## src/rtl/edge_arb_pkg.sv

```systemverilog
// edge_arb_pkg
// Shared definitions for the edge-triggered request arbiter: default
// geometry (number of request lines, grant index width) and the FSM
// state encoding used by edge_req_arbiter.
package edge_arb_pkg;

  localparam int N_DEF   = 4;
  localparam int IDW_DEF = 2;

  typedef enum logic {
    ST_IDLE  = 1'b0,
    ST_GRANT = 1'b1
  } arb_state_e;

endpackage

```

## src/rtl/edge_capture_cell.sv

```systemverilog
// edge_capture_cell
// One request line: synchronises the raw level, detects its rising edge,
// and keeps the pending and sticky overrun flags for that line.
// All state updates on the falling edge of the clock.
//
// Ports
//   i_clk       clock (state updates on negedge)
//   i_rst_n     asynchronous active-low reset
//   i_raw       raw request level, asynchronous to i_clk
//   i_en        line enable; strobes are dropped while low
//   i_clr_pend  arbiter consumed this line's grant this cycle
//   i_clr_ovr   write-one-to-clear for the overrun flag
//   o_pend      pending request
//   o_ovr       sticky overrun flag
module edge_capture_cell
  import edge_arb_pkg::*;
(
  input  logic i_clk,
  input  logic i_rst_n,
  input  logic i_raw,
  input  logic i_en,
  input  logic i_clr_pend,
  input  logic i_clr_ovr,
  output logic o_pend,
  output logic o_ovr
);

  logic r_s0;
  logic r_s1;
  logic r_s2;
  logic r_pend;
  logic r_ovr;

  logic w_strobe;
  logic w_take;
  logic w_ovr_set;

  assign w_strobe  = r_s1 & ~r_s2;
  assign w_take    = w_strobe & i_en;
  // A strobe landing on the same edge as the grant clear simply re-arms
  // the request; only a strobe onto a still-pending line is an overrun.
  assign w_ovr_set = w_take & r_pend & ~i_clr_pend;

  always_ff @(negedge i_clk or negedge i_rst_n) begin
    if (!i_rst_n) begin
      r_s0   <= 1'b0;
      r_s1   <= 1'b0;
      r_s2   <= 1'b0;
      r_pend <= 1'b0;
      r_ovr  <= 1'b0;
    end else begin
      r_s0 <= i_raw;
      r_s1 <= r_s0;
      r_s2 <= r_s1;

      if (w_take)
        r_pend <= 1'b1;
      else if (i_clr_pend)
        r_pend <= 1'b0;

      // Set has priority over the software clear.
      if (w_ovr_set)
        r_ovr <= 1'b1;
      else if (i_clr_ovr)
        r_ovr <= 1'b0;
    end
  end

  assign o_pend = r_pend;
  assign o_ovr  = r_ovr;

endmodule

```

## src/rtl/edge_req_arbiter.sv

```systemverilog
// edge_req_arbiter
// Captures rising edges on N asynchronous request lines and grants them
// one at a time, round-robin, to a shared service resource. A grant is
// held until the resource acknowledges it. All state updates on the
// falling edge of C.
//
// Ports
//   C          clock (negedge active)
//   RST_N      asynchronous active-low reset
//   I[N]       raw request levels
//   EN[N]      per-line enable
//   REQ_VALID  grant presented
//   REQ_ID     granted line index (meaningful only with REQ_VALID)
//   REQ_ACK    resource consumed the grant
//   PEND[N]    pending-request bitmap
//   OVR[N]     sticky overrun flags
//   CLR_OVR[N] write-one-to-clear for OVR
//
// FSM states
//   state    | meaning
//   ST_IDLE  | no grant out; pick next enabled pending line from r_ptr
//   ST_GRANT | grant r_id held stable until REQ_ACK is sampled
module edge_req_arbiter
  import edge_arb_pkg::*;
#(
  parameter int N   = N_DEF,
  parameter int IDW = IDW_DEF
) (
  input  logic           C,
  input  logic           RST_N,
  input  logic [N-1:0]   I,
  input  logic [N-1:0]   EN,
  output logic           REQ_VALID,
  output logic [IDW-1:0] REQ_ID,
  input  logic           REQ_ACK,
  output logic [N-1:0]   PEND,
  output logic [N-1:0]   OVR,
  input  logic [N-1:0]   CLR_OVR
);

  localparam logic [IDW:0]   L_N   = (IDW+1)'(N);
  localparam logic [IDW-1:0] L_NM1 = IDW'(N-1);

  arb_state_e     r_state;
  logic           r_valid;
  logic [IDW-1:0] r_id;
  logic [IDW-1:0] r_ptr;

  logic [N-1:0]   w_clr_pend;
  logic [N-1:0]   w_cand;
  logic [N-1:0]   w_rot;
  logic           w_any;
  logic [IDW-1:0] w_off;
  logic [IDW:0]   w_sum;
  logic [IDW-1:0] w_sel;
  logic [IDW-1:0] w_nxt_ptr;

  for (genvar g = 0; g < N; g++) begin : g_cell
    assign w_clr_pend[g] = (r_state == ST_GRANT) && REQ_ACK && (r_id == IDW'(g));

    edge_capture_cell u_cell (
      .i_clk      (C),
      .i_rst_n    (RST_N),
      .i_raw      (I[g]),
      .i_en       (EN[g]),
      .i_clr_pend (w_clr_pend[g]),
      .i_clr_ovr  (CLR_OVR[g]),
      .o_pend     (PEND[g]),
      .o_ovr      (OVR[g])
    );
  end

  // Round-robin pick: rotate the candidates so r_ptr sits at bit 0, take
  // the lowest set bit, then rotate the offset back modulo N.
  always_comb begin
    w_cand = PEND & EN;
    w_rot  = N'({w_cand, w_cand} >> r_ptr);
    w_any  = |w_rot;
    w_off  = '0;
    for (int k = N-1; k >= 0; k--) begin
      if (w_rot[k])
        w_off = IDW'(k);
    end
    w_sum = {1'b0, r_ptr} + {1'b0, w_off};
    if (w_sum >= L_N)
      w_sum = w_sum - L_N;
    w_sel = w_sum[IDW-1:0];
  end

  assign w_nxt_ptr = (r_id == L_NM1) ? '0 : r_id + IDW'(1);

  // EN is deliberately not consulted in ST_GRANT: disabling a line does
  // not abort a grant already presented.
  always_ff @(negedge C or negedge RST_N) begin
    if (!RST_N) begin
      r_state <= ST_IDLE;
      r_valid <= 1'b0;
      r_id    <= '0;
      r_ptr   <= '0;
    end else begin
      case (r_state)
        ST_IDLE: begin
          if (w_any) begin
            r_id    <= w_sel;
            r_valid <= 1'b1;
            r_state <= ST_GRANT;
          end
        end
        ST_GRANT: begin
          if (REQ_ACK) begin
            r_ptr   <= w_nxt_ptr;
            r_valid <= 1'b0;
            r_state <= ST_IDLE;
          end
        end
        default: begin
          r_valid <= 1'b0;
          r_state <= ST_IDLE;
        end
      endcase
    end
  end

  assign REQ_VALID = r_valid;
  assign REQ_ID    = r_id;

endmodule

```

## config.mk

```make
export PLATFORM = sky130hd
export DESIGN_NAME = edge_req_arbiter
export DESIGN_NICKNAME = d
export VERILOG_FILES = /design/src/rtl/edge_arb_pkg.sv /design/src/rtl/edge_capture_cell.sv /design/src/rtl/edge_req_arbiter.sv
export SDC_FILE = /design/constraint.sdc
export NUM_CORES = 1
export LEC_CHECK = 0
export CELL_PAD_IN_SITES_DETAIL_PLACEMENT = 2
export CELL_PAD_IN_SITES_GLOBAL_PLACEMENT = 2
export CORE_MARGIN = 5
export CORE_UTILIZATION = 28
export CTS_CLUSTER_DIAMETER = 30
export CTS_CLUSTER_SIZE = 12
export DETAILED_ROUTE_END_ITERATION = 7
export GPL_TIMING_DRIVEN = 0
export PLACE_DENSITY_LB_ADDON = 0.1
export SLEW_MARGIN = 20
export SYNTH_ARGS = -nofsm -noshare
export SYNTH_HDL_FRONTEND = slang
export SYNTH_SLANG_ARGS = --single-unit
```

## constraint.sdc

```tcl
create_clock -name C -period 1.8 [get_ports C]
set_input_delay 0.18 -clock C [delete_from_list [all_inputs] [get_ports C]]
set_output_delay 0.18 -clock C [all_outputs]
set_load 0.1 [all_outputs]
```

==> impl_metrics.json <==
{
  "setup_viol": 13,
  "postSynthCellCount": 101,
  "dp_hpwl_um": 2180,
  "cts.clk_slew.worst_paths_ps": 60,
  "met3_length_um": 71,
  "grt.total_usage_pct": 13.3,
  "postRouteAntennaNets": 0,
  "drv_slew": 0,
  "fin_util_pct": 47.5,
  "clkSinkCount": 26,
  "critPathMaxFanout": 4,
  "power_mw": 3.60,
  "dpl-instance-area_mm2": 0.00156,
  "nets": 162,
  "seq_area_frac_synth_pct": 56.7,
  "die_x_um": 74.0,
  "wire_per_inst_um": 16.7,
  "worst_pin_slew_ps": 580,
  "die-height_um": 74.0,
  "violations": "negative setup slack",
  "setup_tns_ps": -3200,
  "root_buffer": "clkbuf_8",
  "synthArstFlopShare_pct": 100,
  "portBuffers": 25,
  "synth_ff_type": "dfrtn_1",
  "synth_commonest_cells": "dfrtn_1 (26), nand2_1 (18), buf_4 (8)",
  "cts_buffers": 3,
  "gp_congestion": 0.755,
  "worstHoldStart": "g_cell[1].u_cell.r_s0$_DFF_NN0_",
  "avgSynthCellArea_um2": 11.4,
  "worstPathArrival_ps": 1380,
  "cts_tree": "done",
  "dr.max_layer_used": "met4",
  "critical_path_class": "in -> reg",
  "slew_headroom_pct": 61.4,
  "fin_ws_ps": -355,
  "fin_cells": 191,
  "ys_types": 29,
  "worstSkewPairLatency_ps": 280,
  "end_kind": "flop",
  "firstDrtPassIters": 4,
  "leakage_nw": 0.828,
  "postLayoutCellArea_mm2": 0.00190,
  "grt_max_degree": 27,
  "clk_path_buf_depth": 2,
  "drt_iter0_drc": 18,
  "synth_largest_area_cell": "dfrtn_1",
  "start_util_pct": 28.7,
  "area.growth.synth_to_final_pct": 65.6,
  "synthTopCellsByArea": "dfrtn_1 (57%), nand2_1 (5.9%), ha_1 (5.5%)",
  "r2r-start": "g_cell[1].u_cell.o_pend$_DFFE_NN0P_",
  "routed_wl_um": 3190,
  "outcome": "finished with violations",
  "holdWs_ps": 295,
  "dieArea_mm2": 0.00548,
  "place_ws_ps": -1250,
  "drv_cap": 0,
  "drcViolationCount": 0,
  "hold_viol": 0,
  "ir_drop_uv": 875,
  "ys_warn_count": 0,
  "vias_per_cell": 4.81,
  "layout-drive-gt1-share_pct": 43.3,
  "synth_area_mm2": 0.00115,
  "dr_wl_met2_um": 1710,
  "antenna_found_initial": 0,
  "ios": 26,
  "hp-class": "reg -> reg",
  "rsz0062_at_grt": "yes",
  "ys_seq_elements": 26,
  "clock-skew-final_ps": 2.67,
  "num_vias": 918,
  "power_density_mw_per_mm2": 1900,
  "grt_pass1_vias": 1065,
  "synth_top_area_share_pct": 56.7,
  "crit_start": "EN[1]",
  "coreArea_mm2": 0.00400,
  "yosysMostFrequentCell": "dfrtn_1",
  "synth_edf_count": 0,
  "rows": 23,
  "wl_met1_um": 1390,
  "required_ps": 1030,
  "dp_cells": 176,
  "start_kind": "input pin",
  "h-tree-depth": 1,
  "diodes": 0,
  "syn-num-nets": 121,
  "grt_pass1_wl_um": 5550,
  "grt-ovfl-total": 0
}
## final cells by class
cell class                      count  area (um^2)
Tap cell                           50         62.6
Buffer                              6         75.1
Sequential cell                    26          651
Fill cell                         396         2100
Multi-Input combinational cell     59          547
Timing Repair Buffer               40          488
Clock buffer                        4         55.1
Inverter                            6         22.5
## layout by cell type, fill, tap and decap left out, types with 2 or more instances in the layout
cell type / netlist / layout
inv_1: 6 / 5
nand3b_1: 5 / 5
buf_12: 0 / 14
and4_4: 1 / 2
clkbuf_8: 0 / 4
buf_6: 1 / 3
nand2_1: 18 / 13
nand2_8: 0 / 3
a22oi_2: 0 / 2
nand2_4: 0 / 2
nor3b_4: 0 / 2
nand4b_1: 2 / 2
buf_2: 1 / 2
ha_1: 5 / 4
buf_4: 8 / 16
buf_8: 0 / 2
dfrtn_1: 26 / 26
o22ai_1: 4 / 4
nand3_1: 4 / 4
clkdlybuf4s50_1: 0 / 8
## routing by layer
metal	track usage, %	vias up
met4	3.02	0
met1	17.1	474
met5	0	-
met3	2.03	2
met2	23.6	12
li1	-	430
## path summary, 6_finish.rpt
check	endpoint	slack, ps	cells past startpoint
max reg2reg	REQ_ID[1]$_DFFE_NN0P_	-80	8
min	g_cell[1].u_cell.r_s1$_DFF_NN0_	300	0
max in group asynchronous	g_cell[2].u_cell.r_s0$_DFF_NN0_	710	1
max	REQ_ID[1]$_DFFE_NN0P_	-350	8
min in group asynchronous	g_cell[3].u_cell.r_s0$_DFF_NN0_	680	1
min reg2reg	g_cell[1].u_cell.r_s1$_DFF_NN0_	300	0
## state kept, by name, indices dropped and copies added, names as in the netlist
signal	count
g_cell.u_cell.r_s2	4
r_state	1
REQ_ID	2
g_cell.u_cell.r_s1	4
r_ptr	2
REQ_VALID	1
g_cell.u_cell.o_pend	4
g_cell.u_cell.o_ovr	4
g_cell.u_cell.r_s0	4
## logic make-up after synthesis
logic type | Yosys count | synth area share [%]
mux | 1 | 0.981
flops | 26 | 56.7
buf+inv | 16 | 8.61
fa+ha+maj | 5 | 5.45
simple gates | 35 | 16.6
compound gates | 18 | 11.7
## worst max-delay path, cell delays in order
cell	delay (ps)
buf_12	110
nand2_8	80
nor3b_4	190
a41oi_2	70
a31oi_2	210
ha_2	250
and4_4	220
o31ai_2	60
## where the power goes
| part | total, mW | switching, mW | internal (mW) |
|---|---|---|---|
| logic | 2.35 | 1.34 | 1.00 |
| registers | 0.875 | 0.143 | 0.732 |
| clock network | 0.383 | 0.188 | 0.196 |
| total | 3.60 | 1.67 | 1.93 |
## what timing repair did
item,in CTS,in global routing
resized for setup,138,7
pin swaps,9,3
endpoints found under the hold margin,0,0
buffers inserted,10,5
hold buffers,0,0
setup endpoints to repair,23,13
No activity file was read; power rests on OpenSTA's default activity.
